### src/rtl/alu_cntrl_decoder.sv
// RV32I instruction to AluCntrl decoder with a registered output stage and a
// skid register, plus a saturating count of accepted illegal encodings.
module alu_cntrl_decoder #(
    parameter int CNT_W = 16
) (
    input  logic             clk,
    input  logic             rst,
    input  logic             in_valid,
    output logic             in_ready,
    input  logic [31:0]      in_instr,
    output logic             out_valid,
    input  logic             out_ready,
    output logic [3:0]       alu_cntrl,
    output logic             src_a_pc,
    output logic             src_b_imm,
    output logic             illegal,
    output logic [CNT_W-1:0] illegal_cnt
);

    localparam logic [3:0] ALU_ADD      = 4'd0;
    localparam logic [3:0] ALU_SUB      = 4'd1;
    localparam logic [3:0] ALU_SHIFT_LL = 4'd2;
    localparam logic [3:0] ALU_SHIFT_RL = 4'd3;
    localparam logic [3:0] ALU_SHIFT_RA = 4'd4;
    localparam logic [3:0] ALU_SET_LT   = 4'd5;
    localparam logic [3:0] ALU_SET_LTU  = 4'd6;
    localparam logic [3:0] ALU_XOR      = 4'd7;
    localparam logic [3:0] ALU_OR       = 4'd8;
    localparam logic [3:0] ALU_AND      = 4'd9;
    localparam logic [3:0] ALU_PASS_B   = 4'd11;
    localparam logic [3:0] ALU_PC_INC   = 4'd12;

    typedef struct packed {
        logic [3:0] alu;
        logic       a_pc;
        logic       b_imm;
        logic       ill;
    } dec_t;

    function automatic dec_t decode(input logic [31:0] instr);
        dec_t       d;
        logic [2:0] f3;
        logic [6:0] f7;
        f3 = instr[14:12];
        f7 = instr[31:25];
        d  = '{alu: ALU_ADD, a_pc: 1'b0, b_imm: 1'b0, ill: 1'b0};
        case (instr[6:0])
            7'b0110011: begin
                if (f7 == 7'b0000000) begin
                    case (f3)
                        3'b000:  d.alu = ALU_ADD;
                        3'b001:  d.alu = ALU_SHIFT_LL;
                        3'b010:  d.alu = ALU_SET_LT;
                        3'b011:  d.alu = ALU_SET_LTU;
                        3'b100:  d.alu = ALU_XOR;
                        3'b101:  d.alu = ALU_SHIFT_RL;
                        3'b110:  d.alu = ALU_OR;
                        3'b111:  d.alu = ALU_AND;
                        default: d.ill = 1'b1;
                    endcase
                end else if (f7 == 7'b0100000 && f3 == 3'b000) begin
                    d.alu = ALU_SUB;
                end else if (f7 == 7'b0100000 && f3 == 3'b101) begin
                    d.alu = ALU_SHIFT_RA;
                end else begin
                    d.ill = 1'b1;
                end
            end
            7'b0010011: begin
                d.b_imm = 1'b1;
                case (f3)
                    3'b000:  d.alu = ALU_ADD;
                    3'b010:  d.alu = ALU_SET_LT;
                    3'b011:  d.alu = ALU_SET_LTU;
                    3'b100:  d.alu = ALU_XOR;
                    3'b110:  d.alu = ALU_OR;
                    3'b111:  d.alu = ALU_AND;
                    3'b001:  begin
                        d.alu = ALU_SHIFT_LL;
                        d.ill = (f7 != 7'b0000000);
                    end
                    3'b101:  begin
                        if (f7 == 7'b0000000) begin
                            d.alu = ALU_SHIFT_RL;
                        end else if (f7 == 7'b0100000) begin
                            d.alu = ALU_SHIFT_RA;
                        end else begin
                            d.ill = 1'b1;
                        end
                    end
                    default: d.ill = 1'b1;
                endcase
            end
            7'b0110111: begin
                d.alu   = ALU_PASS_B;
                d.b_imm = 1'b1;
            end
            7'b0010111: begin
                d.a_pc  = 1'b1;
                d.b_imm = 1'b1;
            end
            7'b1101111: begin
                d.alu  = ALU_PC_INC;
                d.a_pc = 1'b1;
            end
            7'b1100111: begin
                d.alu  = ALU_PC_INC;
                d.a_pc = 1'b1;
                d.ill  = (f3 != 3'b000);
            end
            7'b0000011, 7'b0100011: d.b_imm = 1'b1;
            7'b1100011: begin
                case (f3[2:1])
                    2'b00:   d.alu = ALU_SUB;
                    2'b10:   d.alu = ALU_SET_LT;
                    2'b11:   d.alu = ALU_SET_LTU;
                    default: d.ill = 1'b1;
                endcase
            end
            default: d.ill = 1'b1;
        endcase
        // Illegal words must not leak partially decoded fields.
        if (d.ill) begin
            d = '{alu: ALU_ADD, a_pc: 1'b0, b_imm: 1'b0, ill: 1'b1};
        end else begin
            d = d;
        end
        return d;
    endfunction

    logic             out_valid_r, skid_full_r, in_ready_r;
    dec_t             out_data_r, skid_data_r;
    logic [CNT_W-1:0] illegal_cnt_r;

    logic             accept_s;
    dec_t             dec_s;
    logic             out_valid_nxt_s, skid_full_nxt_s;
    dec_t             out_data_nxt_s, skid_data_nxt_s;
    logic [CNT_W-1:0] illegal_cnt_nxt_s;

    // Next-state for the output/skid pair and the illegal counter.
    always_comb begin
        accept_s          = in_valid & in_ready_r;
        dec_s             = decode(in_instr);
        out_valid_nxt_s   = out_valid_r;
        out_data_nxt_s    = out_data_r;
        skid_full_nxt_s   = skid_full_r;
        skid_data_nxt_s   = skid_data_r;
        illegal_cnt_nxt_s = illegal_cnt_r;
        if (!out_valid_r || out_ready) begin
            // in_ready is low whenever the skid holds a word, so accept and
            // skid_full are mutually exclusive here.
            if (skid_full_r) begin
                out_valid_nxt_s = 1'b1;
                out_data_nxt_s  = skid_data_r;
                skid_full_nxt_s = 1'b0;
            end else if (accept_s) begin
                out_valid_nxt_s = 1'b1;
                out_data_nxt_s  = dec_s;
            end else begin
                out_valid_nxt_s = 1'b0;
            end
        end else begin
            if (accept_s) begin
                skid_full_nxt_s = 1'b1;
                skid_data_nxt_s = dec_s;
            end else begin
                skid_full_nxt_s = skid_full_r;
            end
        end
        if (accept_s && dec_s.ill && (illegal_cnt_r != {CNT_W{1'b1}})) begin
            illegal_cnt_nxt_s = illegal_cnt_r + {{(CNT_W-1){1'b0}}, 1'b1};
        end else begin
            illegal_cnt_nxt_s = illegal_cnt_r;
        end
    end

    // State registers; in_ready is registered from the next skid state.
    always_ff @(posedge clk) begin
        if (rst) begin
            out_valid_r   <= 1'b0;
            out_data_r    <= '0;
            skid_full_r   <= 1'b0;
            skid_data_r   <= '0;
            in_ready_r    <= 1'b0;
            illegal_cnt_r <= '0;
        end else begin
            out_valid_r   <= out_valid_nxt_s;
            out_data_r    <= out_data_nxt_s;
            skid_full_r   <= skid_full_nxt_s;
            skid_data_r   <= skid_data_nxt_s;
            in_ready_r    <= !skid_full_nxt_s;
            illegal_cnt_r <= illegal_cnt_nxt_s;
        end
    end

    assign in_ready    = in_ready_r;
    assign out_valid   = out_valid_r;
    assign alu_cntrl   = out_data_r.alu;
    assign src_a_pc    = out_data_r.a_pc;
    assign src_b_imm   = out_data_r.b_imm;
    assign illegal     = out_data_r.ill;
    assign illegal_cnt = illegal_cnt_r;

endmodule

### config.mk
export PLATFORM = sky130hd
export DESIGN_NAME = alu_cntrl_decoder
export DESIGN_NICKNAME = d
export VERILOG_FILES = /design/src/rtl/alu_cntrl_decoder.sv
export SDC_FILE = /design/constraint.sdc
export NUM_CORES = 1
export LEC_CHECK = 0
export ABC_AREA = 1
export CORE_MARGIN = 2
export CORE_UTILIZATION = 43
export DETAILED_ROUTE_END_ITERATION = 6
export PLACE_DENSITY = 0.85
export SLEW_MARGIN = 20
export SYNTH_ARGS = -nofsm -noshare
export SYNTH_HDL_FRONTEND = slang
export SYNTH_SLANG_ARGS = --single-unit
### constraint.sdc
create_clock -name clk -period 1.5 [get_ports clk]
set_input_delay 0.15 -clock clk [delete_from_list [all_inputs] [get_ports clk]]
set_output_delay 0.15 -clock clk [all_outputs]
set_load 0.02 [all_outputs]
==> out/qor.log <==
[routing] DRT antenna net count 0
[floorplanning] io pins 61
[pwr] Logic pwr share 0.192
[routing] starting DRC count in detailed routing 215
[critical_path] largest fanout of any net on the critical path 8
[floorplanning] die outline area 5645 um2
[logic_synthesis] Post-synth EDFFs 0
[critical_path] critical path class register to register
[routing] DRT Pass-1 Iters 5
[pwr] cell-internal power 1.360 mW
[worst_hold_path] Worst Hold Endpoint src_a_pc$_SDFFE_PP0P_
[logic_synthesis] netlist area before placement 2176 um2
[timing] setup slack after layout -188.6 ps
[critical_path] sort of element at the start of the critical path register
[clocking] CTS Buffer Depth 2
[clocking] clock latency on the worst-skew pair 290 ps
[pwr] net switching fraction of the power 0.3005
[critical_path] startpoint of the lowest-slack register-to-register path illegal_cnt[12]$_SDFFE_PP0P_
[clocking] clock-pin transition on the worst setup and hold timing paths 80 ps
[timing] count of final setup violators 16
[layout] Area Overhead vs Synth 61.41%
[job] maxcap violations 0
[placement] Post-DP HPWL 4384 um
[grt] largest net degree at the start of global routing 15
[placement] Post-DP Area 3023 um2
[placement] final weighted congestion of routability-driven global placement 0.9728
[critical_path] setup slack of the worst register-to-register path -190 ps
[placement] DP Worst Slack -513.2 ps
[clocking] Post-CTS Hold Buffers 0
[timing] Final Critical Period 1689 ps
[worst_hold_path] WHS Path Cells 2
[critical_path] capture point of the worst reg-to-reg path illegal_cnt[5]$_SDFFE_PP0P_
[pwr] switching component of the power 0.5843 mW
[logic_synthesis] Post-Syn Area per Cell 6.456 um2
[pwr] clock share of power 0.349
[timing] Post-Route Setup TNS -2436 ps
[layout] post-layout instance count excluding filler cells 505
[logic_synthesis] synthesized net count 374
[grt] total congestion overflow after global routing 0
[status] run status finished, violations left
[layout] Post-Layout Inst Area 3512 um2
[routing] Via Count 2694
[critical_path] endpoint type of the worst setup path register
[layout] share of cells above drive strength 1 0.4224
[clocking] clock buffer count from CTS 5
[floorplanning] horizontal extent of the die 75.14 um
[routing] Total Routed Length 7660 um
[floorplanning] number of placement rows 25
[routing] DRC Markers 0
[logic_synthesis] cells after synthesis 337
[logic_synthesis] register area share after synthesis 0.3036
[grt] via count of the first global-routing pass 2419
[logic_synthesis] most area-hungry cell type in the Yosys netlist dfxtp_1
[timing] slew margin rel. 0.7908
[logic_synthesis] share of the synthesized area in the top cell type 0.3036
[worst_hold_path] Worst Min Path Start src_a_pc$_SDFFE_PP0P_
[pwr] power per cell area 553.6 nW/um2
[timing] final clock skew 12.36 ps
[layout] Filler Cells Inserted 322
[timing] final cycle utilization of the critical path 1.126
[logic_synthesis] proportion of synthesized flip-flops having asynchronous set or reset 0
[critical_path] data arrival time at the worst-slack endpoint 1910 ps
[placement] placed cell count 484
[layout] Final #Nets 474
[logic_synthesis] YS warnings 0
[placement] input/output buffers 45
[status] violations in the final reports setup timing
[grt] first-pass GRT wire length 10700 um
[layout] number of inserted diodes 0
[floorplanning] die height 75.14 um
[clocking] buffer cell driving the clock tree root clkbuf_8
[grt] antenna violations before repair 0
[clocking] CTS H-Tree Depth 2
[worst_hold_path] worst min path class register to register
[timing] RSZ-0062 raised after global routing true
[logic_synthesis] synth top area cells dfxtp_1, nand2_1, nand3_1, nor2_1, inv_1
[floorplanning] effective utilization at floorplan 0.4546
[clocking] CTS sink count 33
[timing] final hold viol count 0
[grt] GRT Overall Usage 0.2442
[routing] wire length per cell after detailed routing 15.17 um
[logic_synthesis] most used flip-flop cell after synthesis dfxtp_1
[logic_synthesis] most numerous cell types in the synthesized netlist nand2_1, nor2_1, nand3_1
[timing] Peak Freq 0.5922 GHz
[pwr] relative contribution of sequential cells to total power 0.460
[floorplanning] area of the core 4786 um2
[pwr] P_leak 1.679 nW
[critical_path] required time at the worst-slack endpoint 1720 ps
[timing] Worst Tran Pin Value 310.5 ps
[clocking] clock tree from TritonCTS yes
[critical_path] depth of the worst register-to-register path 9
[logic_synthesis] library cells used by synthesis 28
[timing] count of pins over their slew limit 0
[logic_synthesis] most used standard cell by instance count after synthesis nand2_1
[routing] via count normalized by instance count 5.335
[logic_synthesis] number of synthesized register bits 33
[pwr] VDD IR-drop max 0.0006103 V
[timing] final hold slack 468.0 ps
-- power by group through the flow --
stage | Combinational (mW) | Clock (mW) | Sequential (mW)
after floorplan | 0.141 | 0 | 0.936
after global placement | 0.307 | 0 | 0.919
after detailed placement | 0.314 | 0 | 0.920
after CTS | 0.342 | 0.674 | 0.900
after global routing | 0.398 | 0.713 | 0.895
final | 0.373 | 0.678 | 0.894
-- registers in the layout, summed over array words and instances, names as in the netlist --
signal / flops
illegal: 1
out_valid: 1
alu_cntrl: 4
src_b_imm: 1
src_a_pc: 1
skid_data_r: 7
in_ready: 1
illegal_cnt: 16
skid_full_r: 1
-- layer usage --
layer | wire length (um) | global-route usage | vias to the layer above
met2 | 3938 | 0.4240 | 130
met3 | 489 | 0.05221 | 26
li1 | - | - | 1278
met5 | 0 | 0 | -
met4 | 204 | 0.08577 | 0
met1 | 3028 | 0.2984 | 1260
-- critical path, stage by stage, from the launching register on --
cell and delay (ps):
dfxtp_2 330, nand2_1 100, nor2_1 200, nand3_1 110
nand3b_1 260, nand2_2 180, inv_8 80, nand2_8 140
nand2_2 80, a21oi_2 130
-- cells in the final DEF (no fill, tap or decap), types with 4 or more instances in the layout --
cell type and count:
o21ai_0 10, dlymetal6s2s_1 6, a21oi_2 12, nor2_2 9
nand2_1 62, nand3_2 19, nand3_1 19, dfxtp_1 20
xor2_1 7, buf_4 47, xnor2_1 6, dfxtp_4 4
clkbuf_2 6, buf_6 5, nor2_1 33, inv_2 13
clkdlybuf4s50_1 15, a21oi_1 18, nand2_4 4, dfxtp_2 9
nand2_2 25, nor2_4 10, nand2_8 4, clkbuf_8 5
dlygate4sd2_1 17, inv_1 28
-- worst max-delay path by stage --
| stage | start | endpoint | cells past startpoint |
|---|---|---|---|
| 6_report | illegal_cnt[12]$_SDFFE_PP0P_ | illegal_cnt[5]$_SDFFE_PP0P_ | 9 |
| 5_1_grt | illegal_cnt[12]$_SDFFE_PP0P_ | illegal_cnt[5]$_SDFFE_PP0P_ | 9 |
| 4_1_cts | illegal_cnt[3]$_SDFFE_PP0P_ | illegal_cnt[3] | 2 |
| 3_5_place_dp | in_instr[0] | illegal_cnt[1]$_SDFFE_PP0P_ | 12 |
| 3_3_place_gp | in_instr[1] | illegal_cnt[1]$_SDFFE_PP0P_ | 12 |
| 2_1_floorplan | illegal_cnt[0]$_SDFFE_PP0P_ | illegal_cnt[8]$_SDFFE_PP0P_ | 9 |
-- stage by stage --
stage | total power, mW | utilization
floorplan | 1.078 | -
global placement | 1.226 | 0.6316
detailed placement | 1.234 | 0.6316
CTS | 1.916 | 0.6941
global route | 2.006 | 0.7339
finish | 1.944 | 0.7339
-- cell type report --
class	count	area [um2]	share of cell area
clock inverters	3	17.52	0.004988
multi-input cells	256	1627	0.4631
clock buffers	5	68.82	0.01959
well taps	67	83.83	0.02387
flip-flops and latches	33	686.9	0.1956
repair buffers	99	863.3	0.2458
inverters	42	165.2	0.04703
-- cell families (layout without fill, tap and decap cells) --
| kind of cell | Yosys count | in the layout | share of synthesized area |
|---|---|---|---|
| buffers and inverters | 50 | 149 | 0.09603 |
| AND/OR/NAND/NOR | 192 | 194 | 0.4071 |
| XOR/XNOR | 14 | 14 | 0.05636 |
| flip-flops | 33 | 33 | 0.3036 |
| adder cells (fa/ha/maj) | 1 | 1 | 0.005750 |
| AO/OA/AOI/OAI | 47 | 47 | 0.1311 |
-- repair_timing --
item | in CTS | in global routing
gates cloned | 3 | 0
resized for setup | 69 | 66
setup endpoints to repair | 34 | 32
setup buffers | 6 | 4
pin swaps | 30 | 24
No activity file was read; power rests on OpenSTA's default activity.
